===== src/rtl/dmem_arbiter.sv =====
// dmem_arbiter
//   Shares the single-port data memory between two requesters:
//   port 0 = core load/store path, port 1 = debug / program-loader port.
//   Round-robin arbitration with a req/gnt/rvalid handshake. Only one access
//   is in flight at a time, and the memory is assumed to return read data a
//   fixed READ_LAT cycles after mem_req.
//
// Ports
//   clk, reset                 clock, synchronous active-high reset
//   req/we/addr/wdata{0,1}     requester access; held until gnt
//   gnt{0,1}                   1-cycle pulse: access issued to memory
//   rvalid{0,1}                1-cycle pulse: rdata holds that port's load
//   rdata                      shared load data, valid only with rvalid0/1
//   busy                       1 while an access is being processed
//   mem_req/mem_we/mem_addr/mem_wdata   memory strobe and command
//   mem_rdata                  memory read data, READ_LAT cycles after mem_req
//
// Every output comes straight from a flop. The ISSUE-cycle command registers
// (mem_we/mem_addr/mem_wdata) double as the latch for the winning request,
// so no separate copy of the request is kept.

module dmem_arbiter #(
    parameter int ADDR_W   = 32,
    parameter int DATA_W   = 32,
    parameter int READ_LAT = 2    // legal range 1..4
) (
    input  logic              clk,
    input  logic              reset,
    input  logic              req0,
    input  logic              we0,
    input  logic [ADDR_W-1:0] addr0,
    input  logic [DATA_W-1:0] wdata0,
    output logic              gnt0,
    output logic              rvalid0,
    input  logic              req1,
    input  logic              we1,
    input  logic [ADDR_W-1:0] addr1,
    input  logic [DATA_W-1:0] wdata1,
    output logic              gnt1,
    output logic              rvalid1,
    output logic [DATA_W-1:0] rdata,
    output logic              busy,
    output logic              mem_req,
    output logic              mem_we,
    output logic [ADDR_W-1:0] mem_addr,
    output logic [DATA_W-1:0] mem_wdata,
    input  logic [DATA_W-1:0] mem_rdata
);

    typedef struct packed {
        logic              we;
        logic [ADDR_W-1:0] addr;
        logic [DATA_W-1:0] wdata;
    } acc_t;

    localparam logic [1:0] IDLE  = 2'd0;
    localparam logic [1:0] ISSUE = 2'd1;
    localparam logic [1:0] WAIT  = 2'd2;
    localparam logic [1:0] RESP  = 2'd3;

    // WAIT counts down from READ_LAT-1; the cycle it reads 0 is the one in
    // which mem_rdata is valid.
    localparam logic [1:0] LAT_INIT = 2'(READ_LAT - 1);

    logic [1:0] state;
    logic [1:0] lat_cnt;
    logic       last;   // port that won the most recent tie
    logic       id;     // port owning the in-flight access
    logic       pick;
    acc_t       sel;

    // On contention the port that did not win last time gets the memory,
    // which makes grants strictly alternate under saturation.
    always_comb begin
        pick = (req0 && req1) ? ~last : req1;
        sel  = pick ? {we1, addr1, wdata1} : {we0, addr0, wdata0};
    end

    always_ff @(posedge clk) begin
        if (reset) begin
            state     <= IDLE;
            busy      <= 1'b0;
            lat_cnt   <= 2'd0;
            last      <= 1'b1;   // port 0 wins the first tie
            id        <= 1'b0;
            gnt0      <= 1'b0;
            gnt1      <= 1'b0;
            rvalid0   <= 1'b0;
            rvalid1   <= 1'b0;
            mem_req   <= 1'b0;
            mem_we    <= 1'b0;
            mem_addr  <= '0;
            mem_wdata <= '0;
            rdata     <= '0;
        end else begin
            // Pulses and strobes default low; address/data hold.
            gnt0    <= 1'b0;
            gnt1    <= 1'b0;
            rvalid0 <= 1'b0;
            rvalid1 <= 1'b0;
            mem_req <= 1'b0;
            mem_we  <= 1'b0;

            case (state)
                IDLE: begin
                    if (req0 || req1) begin
                        id        <= pick;
                        if (req0 && req1) last <= pick;
                        state     <= ISSUE;
                        busy      <= 1'b1;
                        mem_req   <= 1'b1;
                        mem_we    <= sel.we;
                        mem_addr  <= sel.addr;
                        mem_wdata <= sel.wdata;
                        gnt0      <= ~pick;
                        gnt1      <= pick;
                    end
                end
                ISSUE: begin
                    // mem_we still holds the granted request's direction here.
                    if (mem_we) begin
                        state <= IDLE;
                        busy  <= 1'b0;
                    end else begin
                        state   <= WAIT;
                        lat_cnt <= LAT_INIT;
                    end
                end
                WAIT: begin
                    if (lat_cnt == 2'd0) begin
                        rdata   <= mem_rdata;
                        state   <= RESP;
                        rvalid0 <= ~id;
                        rvalid1 <= id;
                    end else begin
                        lat_cnt <= lat_cnt - 2'd1;
                    end
                end
                RESP: begin
                    state <= IDLE;
                    busy  <= 1'b0;
                end
                default: begin
                    state <= IDLE;
                    busy  <= 1'b0;
                end
            endcase
        end
    end

endmodule


===== config.mk =====
export PLATFORM = sky130hd
export DESIGN_NAME = dmem_arbiter
export DESIGN_NICKNAME = d
export VERILOG_FILES = /design/src/rtl/dmem_arbiter.sv
export SDC_FILE = /design/constraint.sdc
export NUM_CORES = 1
export LEC_CHECK = 0
export BUFFER_PORTS_ARGS = -buffer_cell sky130_fd_sc_hd__buf_4
export CORE_MARGIN = 5
export CORE_UTILIZATION = 50
export CTS_BUF_LIST = sky130_fd_sc_hd__clkbuf_8
export DETAILED_ROUTE_END_ITERATION = 10
export PLACE_DENSITY = 0.95
export SLEW_MARGIN = 0
export SYNTH_ARGS = -nofsm -noshare
export SYNTH_HDL_FRONTEND = slang
export SYNTH_SLANG_ARGS = --single-unit

===== constraint.sdc =====
create_clock -name clk -period 3.94 [get_ports clk]
set_clock_uncertainty 0.2 [all_clocks]
set_input_delay 0.788 -clock clk [delete_from_list [all_inputs] [get_ports clk]]
set_output_delay 0.788 -clock clk [all_outputs]
set_load 0.005 [all_outputs]

==> metrics.cfg <==
[sta]
fmax_mhz = 367
fin_setup_tns_ps = 0
slew_violations = 0
setup_viol_count_final = 0
period_share_pct = 69.1
rsz0062_at_grt = no
finalHoldViolCount = 0
max_slew.worst_pin.slew_ps = 1310
relSlewSlack_pct = 12.7
timing.final.crit_period_ps = 2720

[placement]
dpl_cell_area_um2 = 6830
dp_hpwl_um = 11600
gp_congestion = 0.773
portBuffers = 268
dp_cells = 907

[clocking]
htreeDepth = 3
cts_tree = yes
clk_latency_ps = 350
hold_buffers = 0
clock-sinks = 109
post_cts_buffers = 0
cts_resized = 0
cts_inserted_buffers = 9
path_clk_slew_ps = 100
cts_root_buf = clkbuf_8
clockBufferDepth = 2

[detailed_routing]
wl_um = 15900
routedWlPerCell_um = 17.3
ant_nets = 0
drc = 0
drt_first_iter_violations = 279
viasPerCell = 5.48
via_count = 5054
first_pass_iters = 7

[layout]
final_cell_area_um2 = 7030
final_cell_mix = buf_4, nand2_1, dfxtp_1
antennaDiodeCount = 0
final_common_cell = buf_4
syn_to_final_growth_pct = 43.5
layout-drive-gt1-share_pct = 44.9
fill_cells = 730
fin_cells = 923
final_util_pct = 72.9
nets = 952

[setup_path]
slowest_stage = and2_4
cp_max_fo = 64
worst_setup_path_start_kind = input port
max_stage_delay_ps = 940
worstPathCellList = buf_4 > or2_2 > and2_4 > a311oi_2
arrival_ps = 2700
r2r-start = lat_cnt[1]
rrSetupSlack_ps = 1570
startpoint = req0
end_kind = register
cp.required_ps = 3920
rr_worst_depth = 5
crit_family = simple AND/OR/NAND/NOR gates
crit_type = input port to register
worst-path-buf-inv = 1
rr_endpoint = rdata[3]

[logic_synthesis]
yosys_warnings = 0
synth.avg_cell_area_um2 = 8.77
synth_cell_types = 34
yosysTopAreaCell = dfxtp_1
synth.yosys.seq_area_share_pct = 44.6
synth_top_area_share_pct = 44.6
synth_cells = 558
synth-seq-cells = 109
ys_top_cells_by_area = dfxtp_1, a311oi_2, nand2_1
syn_nets = 725
netlist_area_um2 = 4890

[floorplan]
core_area_um2 = 9640
die_y_um = 109
io_pins = 269
die_x_um = 109
initial_core_util_pct = 50.8
die_area_um2 = 11900
rows = 36

[hold_path]
hp-class = register to register
hold_depth = 2
min_to = rdata[10]
min_from = rdata[10]

[global_route]
antenna_found_initial = 0
grt_start_max_net_pins = 70
grt_pass1_wl_um = 24200
grt-ovfl-total = 0
grt_usage_pct = 25.5
first_global_vias = 5003

[power]
leakage_nw = 3.04
powerDensity_nw_per_um2 = 395
ir_drop_uv = 209

[run]
maxCapViolCount = 0

[status]
status = finished, final reports clean

==> registers in the layout (all words and copies together) (netlist names), 2 cells and up, named ones only <==
signal,cells
lat_cnt,2
mem_addr,32
mem_wdata,32
rdata,32
==> metal layers <==
metal | share of wire (%) | vias to the layer above | GRT usage (%)
met3 | 9.5 | 39 | 6.45
met5 | 0 | - | 0
met1 | 36 | 2338 | 27.6
met4 | 2.7 | 0 | 10.9
met2 | 52 | 272 | 46.8
li1 | - | 2405 | -
==> worst min-delay path, delay by kind of cell, from the launching register on <==
kind,cells,cell delay (ps)
flops,1,320
compound gates,1,50
simple gates,1,50
==> report_power, final <==
group / leakage (nW) / total [mW] / internal (mW) / switching (mW)
Combinational: 2.04 / 0.794 / 0.401 / 0.393
Sequential: 0.898 / 1.29 / 1.22 / 0.0747
Clock: 0.102 / 0.684 / 0.311 / 0.373
==> kinds of logic (layout without fill, tap and decap cells) <==
| kind of cell | Yosys count | after routing | synth area share (%) |
|---|---|---|---|
| simple gates | 215 | 215 | 17.5 |
| flops | 109 | 109 | 44.6 |
| mux | 3 | 3 | 0.639 |
| fa+ha+maj | 1 | 1 | 0.256 |
| xor+xnor | 1 | 1 | 0.179 |
| buf+inv | 59 | 291 | 6.37 |
| compound gates | 170 | 170 | 30.5 |
==> cells in the mapped netlist <==
master and instances:
a21o_1 1, nand2_1 194, nand2b_1 1, nor4bb_1 1
and3b_1 1, clkbuf_1 26, and2_4 1, buf_2 18
nor3b_1 1, nor4_1 1, nand4_1 1, a21boi_2 1
buf_4 4, nand3b_1 1, nand3_1 1, nor3_1 5
dfxtp_1 109, a21bo_1 2, inv_1 2, buf_1 2
a311oi_1 4, ha_1 1, nor2_1 5, a221oi_1 1
a31o_1 1, o21ai_0 1, mux2_2 1, or2_1 1
a21oi_1 99, xnor2_1 1, buf_6 7, nor2_4 1
a311oi_2 60, mux2i_1 2
==> stage by stage <==
stage	hold WS [ps]	setup WS [ps]	power, mW
4_1_cts	263	1310	2.79
3_5_place_dp	250	916	2.11
3_3_place_gp	226	1020	2.07
5_1_grt	276	1120	2.91
6_report	264	1220	2.77
2_1_floorplan	211	1940	1.75
==> final cells by class <==
class	count	area, µm²	share of cell area [%]
Multi-Input combinational cell	390	2410	34.3
Sequential cell	109	2180	31.1
Timing Repair Buffer	273	2060	29.3
Tap cell	133	166	2.37
Clock buffer	10	138	1.96
Clock inverter	6	61.3	0.873
Inverter	2	7.51	0.107
==> worst max-delay path by stage <==
stage,cells past startpoint,endpoint,slack (ps)
floorplan,6,mem_addr[0],1940
finish,4,mem_addr[21],1220
CTS,4,mem_addr[21],1310
detailed placement,4,mem_addr[21],920
global placement,4,mem_wdata[3],1020
global route,4,mem_addr[21],1120
No activity file was read; power rests on OpenSTA's default activity.
